==> config.mk <==
export PLATFORM = sky130hd
export DESIGN_NAME = line_window_buffer
export DESIGN_NICKNAME = d
export VERILOG_FILES = /design/src/rtl/line_window_buffer.sv
export SDC_FILE = /design/constraint.sdc
export NUM_CORES = 2
export LEC_CHECK = 0
export ABC_AREA = 1
export BUFFER_PORTS_ARGS = -buffer_cell sky130_fd_sc_hd__buf_2
export CORE_UTILIZATION = 60
export CTS_CLUSTER_SIZE = 40
export DETAILED_ROUTE_END_ITERATION = 6
export MAX_ROUTING_LAYER = met4
export PLACE_DENSITY = 0.82
export SLEW_MARGIN = 20
export SYNTH_ARGS = -nofsm -noshare
export SYNTH_HDL_FRONTEND = slang
export SYNTH_SLANG_ARGS = --single-unit
==> constraint.sdc <==
create_clock -name clk_i -period 19.9 [get_ports clk_i]
set_input_delay 1.99 -clock clk_i [delete_from_list [all_inputs] [get_ports clk_i]]
set_output_delay 1.99 -clock clk_i [all_outputs]
set_load 0.05 [all_outputs]
==> src/rtl/line_window_buffer.sv <==
// Raster line window buffer: chains LineCount line RAMs and emits one vertical pixel column per
// accepted pixel, one cycle later, with rows above the current frame's first row masked to zero.
module line_window_buffer #(
    parameter int unsigned ImageWidth = 640,
    parameter int unsigned DataWidth  = 1,
    parameter int unsigned LineCount  = 2,
    localparam int unsigned AddrWidth = $clog2(ImageWidth)
) (
    input  logic                                 clk_i,
    input  logic                                 rst_ni,
    input  logic                                 frame_start_i,
    input  logic                                 pixel_valid_i,
    input  logic [DataWidth-1:0]                 pixel_i,
    output logic                                 column_valid_o,
    output logic [(LineCount+1)*DataWidth-1:0]   column_o,
    output logic [AddrWidth-1:0]                 column_x_o,
    output logic                                 line_end_o,
    output logic                                 window_ready_o
);

    localparam int unsigned FillWidth = $clog2(LineCount + 1);
    localparam int unsigned ColWidth  = (LineCount + 1) * DataWidth;

    logic [AddrWidth-1:0] col_q, col_d, col_eff;
    logic [FillWidth-1:0] fill_q, fill_d, fill_eff;
    logic                 last_col;

    logic [DataWidth-1:0] line_mem [LineCount][ImageWidth];
    logic [DataWidth-1:0] line_rd  [LineCount];
    logic [DataWidth-1:0] line_wr  [LineCount];

    logic                 valid_q;
    logic [ColWidth-1:0]  column_q, column_d;
    logic [AddrWidth-1:0] x_q;
    logic                 line_end_q;
    logic                 ready_q, ready_d;

    always_comb begin
        // A frame start restarts the pixel at column 0 with no valid rows above it.
        col_eff  = frame_start_i ? '0 : col_q;
        fill_eff = frame_start_i ? '0 : fill_q;
        last_col = (col_eff == AddrWidth'(ImageWidth - 1));

        for (int k = 0; k < int'(LineCount); k++) begin
            line_rd[k] = line_mem[k][col_eff];
        end
        line_wr[0] = pixel_i;
        for (int k = 1; k < int'(LineCount); k++) begin
            line_wr[k] = line_rd[k-1];
        end

        column_d                = '0;
        column_d[DataWidth-1:0] = pixel_i;
        for (int k = 1; k <= int'(LineCount); k++) begin
            if (int'(fill_eff) >= k) begin
                column_d[k*DataWidth +: DataWidth] = line_rd[k-1];
            end
        end

        ready_d = (fill_eff == FillWidth'(LineCount));

        col_d  = col_q;
        fill_d = fill_q;
        if (pixel_valid_i) begin
            col_d  = last_col ? '0 : col_eff + 1'b1;
            fill_d = (last_col && (fill_eff != FillWidth'(LineCount))) ? fill_eff + 1'b1
                                                                        : fill_eff;
        end
    end

    always_ff @(posedge clk_i or negedge rst_ni) begin
        if (!rst_ni) begin
            col_q      <= '0;
            fill_q     <= '0;
            valid_q    <= 1'b0;
            column_q   <= '0;
            x_q        <= '0;
            line_end_q <= 1'b0;
            ready_q    <= 1'b0;
        end else begin
            col_q      <= col_d;
            fill_q     <= fill_d;
            valid_q    <= pixel_valid_i;
            line_end_q <= pixel_valid_i && last_col;
            if (pixel_valid_i) begin
                column_q <= column_d;
                x_q      <= col_eff;
                ready_q  <= ready_d;
            end
        end
    end

    // Line RAMs are never reset; stale contents are hidden by the fill-count mask.
    always_ff @(posedge clk_i) begin
        if (pixel_valid_i) begin
            for (int k = 0; k < int'(LineCount); k++) begin
                line_mem[k][col_eff] <= line_wr[k];
            end
        end
    end

    assign column_valid_o = valid_q;
    assign column_o       = column_q;
    assign column_x_o     = x_q;
    assign line_end_o     = line_end_q;
    assign window_ready_o = ready_q;

endmodule

==> reports/qor.yml <==
drtIter0Drc: 7506
finalSetupViolCount: 0
regToRegSetupSlack_ns: 12.96
worst_path_largest_cell_delay_ns: 0.96
required_ns: 20.31
end_kind: "flip-flop"
crit_path_cell_trace: "buf_2, inv_2, buf_4, nand2_8, buf_12, nand2_1, nand3_1, nand2_1, nand2_1, nand2_1, inv_1, nand2_1, nand3_1, nand2_1, nor2_1, nand2_1, nand3_1, nand2_1, nand2_1, nand2_4, buf_4, buf_4"
yosysWarningCount: 0
drive_gt1_share_pct: 6.04
crit_top_cell: "nand2_1"
tns_ns: 0
synth_edf_count: 1280
syn-instance-count: 5515
syn-num-nets: 5526
vias: 42000
clk_latency_ns: 0.77
cts_buffer_depth: 3
numCtsBuffers: 132
path_clk_slew_ns: 0.06
r2r_start: "col_q[2]"
grt_remaining_overflow: 0
syn_area_per_cell_um2: 10.3
final_max_slew_viol_count: 0
post-route-min-period_ns: 8.54
post_drt_wl_per_cell_um: 24.1
initial_core_util_pct: 60.9
max_cap_viol_count: 0
first_global_vias: 40700
dr.pass1.iters: 7
gp_congestion: 0.935
cts_tree: "yes"
worstReg2RegEnd: "line_mem[0][696]"
leakage_nw: 22.5
worst-r2r-cell-count: 17
wl_um: 163000
min_to: "column_o[2]"
seq_area_frac_synth_pct: 68.6
violations: "design-rule violations"
seqCellArea_um2: 39100
grt_max_degree: 268
htreeDepth: 4
rsz0062_at_grt: "false"
finalNonFillerCells: 6755
fill_cells: 6610
outcome: "finished with violations"
hold_violations: 0
clkPwrFrac_pct: 39.6
globalRouteTotalUtil_pct: 35.0
fmax_mhz: 117
postCtsHoldBufs: 0
fin_crit_sh_pct: 42.9
place_worst_setup_slack_ns: 10.98
antenna_found_initial: 4
dp_cells: 6507
synth_seq_cells: 1308
dp_hpwl_um: 87400
p_sw_w: 0.00148
p_per_area_nw_per_um2: 98.4
core_um2: 93700
switching_share_pct: 24.3
fin_ws_ns: 11.36
comb_power_share_pct: 9.0
top_level_ports: 21
io_buffers: 20
slowest_stage: "buf_4"
hold_path_startpoint: "column_o[2]"
ant_nets: 0
synthArstFlopShare_pct: 2.14
p_int_w: 0.00461
ir_drop_uv: 86.9
ctsResizeCount: 0
hold_depth: 2
crit_type: "in -> reg"
fin_skew_ns: 0.0375
worst_ep_arrival_time_ns: 8.95
fp-row-count: 112
cts_sinks: 1308
nets: 5399
worstSetupStartpointType: "input port"
critPathMaxFanout: 192
grt_pass1_wl_um: 240000
die_w_um: 310
vias_per_cell: 6.21
multiInputGateArea_um2: 14800
drc: 1
cts_root_buffer: "clkbuf_16"
ys.flop_type: "edfxtp_1"
cts_setup_buffers: 0
synth_area_um2: 57100
seq_power_share_pct: 51.4
finalPower_w: 0.00609
area_growth_syn_to_layout_pct: 8.55
worstMarginPinSlew_ns: 1.26
relSlewSlack_pct: 15.7
fin_hold_ws_ns: 0.476
synth.distinct_cells: 40
hp-class: "reg -> reg"
die_h_um: 310
dieArea_um2: 96300
Yosys cell counts, types with 12 or more instances:
library cell,instances,area [um^2]
a21oi_1,46,230
a22oi_1,13,97.6
buf_1,26,97.6
buf_2,165,826
buf_4,43,323
clkbuf_1,119,447
dfrtp_1,28,701
edfxtp_1,1280,38400
inv_1,355,1330
nand2_1,1404,5270
nand3_1,785,3930
nor2_1,976,3660
o211ai_1,27,203
o21ai_0,96,480
o21ai_1,21,105
o22ai_1,12,75.1
or2_2,19,119
worst max-delay path by stage:
stage	from	to	slack, ns	depth (start not counted)
after floorplan	frame_start_i	line_mem[0][1000]	7.27	14
after global placement	frame_start_i	line_mem[0][690]	11.07	21
after detailed placement	frame_start_i	line_mem[0][762]	10.98	22
after CTS	frame_start_i	line_mem[0][843]	11.69	22
after global routing	frame_start_i	line_mem[0][858]	11.12	22
final	frame_start_i	line_mem[0][696]	11.36	22
placed cells by master (no fill, tap or decap), types with 7 or more instances in the layout:
cell and instances:
a21oi_1 46, a22oi_1 13, buf_12 8, buf_2 19
buf_4 68, bufinv_16 9, clkbuf_1 30, clkbuf_16 136
clkinv_1 44, clkinv_2 19, dfrtp_1 27, edfxtp_1 1280
inv_1 354, inv_2 10, inv_6 8, nand2_1 1398
nand2_2 7, nand3_1 785, nand4_1 7, nor2_1 975
nor2_4 9, nor3_1 10, o211ai_1 27, o21ai_0 96
o21ai_1 21, o22ai_1 12, or2_2 19
layer usage:
| layer | GRT usage, % | vias up | part of all wire, % |
|---|---|---|---|
| met4 | 21.8 | 0 | 6.9 |
| met1 | 43.1 | 19800 | 34 |
| met3 | 9.17 | 729 | 14 |
| met5 | - | - | 0 |
| li1 | - | 18200 | - |
| met2 | 52.0 | 3304 | 45 |
registers in the layout, indices dropped and copies added, names as in the netlist:
| signal | flops |
|---|---|
| column_o | 3 |
| column_x_o | 10 |
| line_mem | 1280 |
| fill_q | 2 |
| line_end_o | 1 |
| column_valid_o | 1 |
| window_ready_o | 1 |
| col_q | 10 |
power groups by stage:
stage          registers [W]  clock network [W]  logic (W)
3_3_place_gp         0.00319                  0   0.000509
3_5_place_dp         0.00319                  0   0.000518
2_1_floorplan        0.00329                  0   0.000330
6_report             0.00313            0.00241   0.000546
5_1_grt              0.00313            0.00251   0.000579
4_1_cts              0.00314            0.00240   0.000523
worst max-delay path: cells and delay by family:
kind	cells	cell delay, ns
buf+inv	7	3.55
simple gates	15	3.03
logic make-up (layout without fill, tap and decap cells):
| family | Yosys count | after routing | synth area share [%] |
|---|---|---|---|
| AND/OR/NAND/NOR | 3228 | 3228 | 23.3 |
| other | 0 | 6 | 0 |
| AO/OA/AOI/OAI | 236 | 236 | 2.41 |
| buffers and inverters | 733 | 713 | 5.55 |
| flip-flops | 1308 | 1308 | 68.6 |
| XOR/XNOR | 4 | 4 | 0.0614 |
| adder cells (fa/ha/maj) | 6 | 6 | 0.132 |
through the flow:
step	utilization, %	area, um^2
CTS	66.0	61900
detailed placement	61.6	57700
global placement	61.6	57700
floorplan	-	57100
finish	66.1	61900
global route	66.1	61900
final cells by class:
cell class	count	area share [%]
antenna	6	0.0242
clock buffer	166	5.68
timing repair buffer	98	1.32
multi-input combinational	3474	24.0
inverter	374	2.27
sequential	1308	63.2
tap	1254	2.53
clock inverter	75	1.01
(Power assumes the default switching activity.)
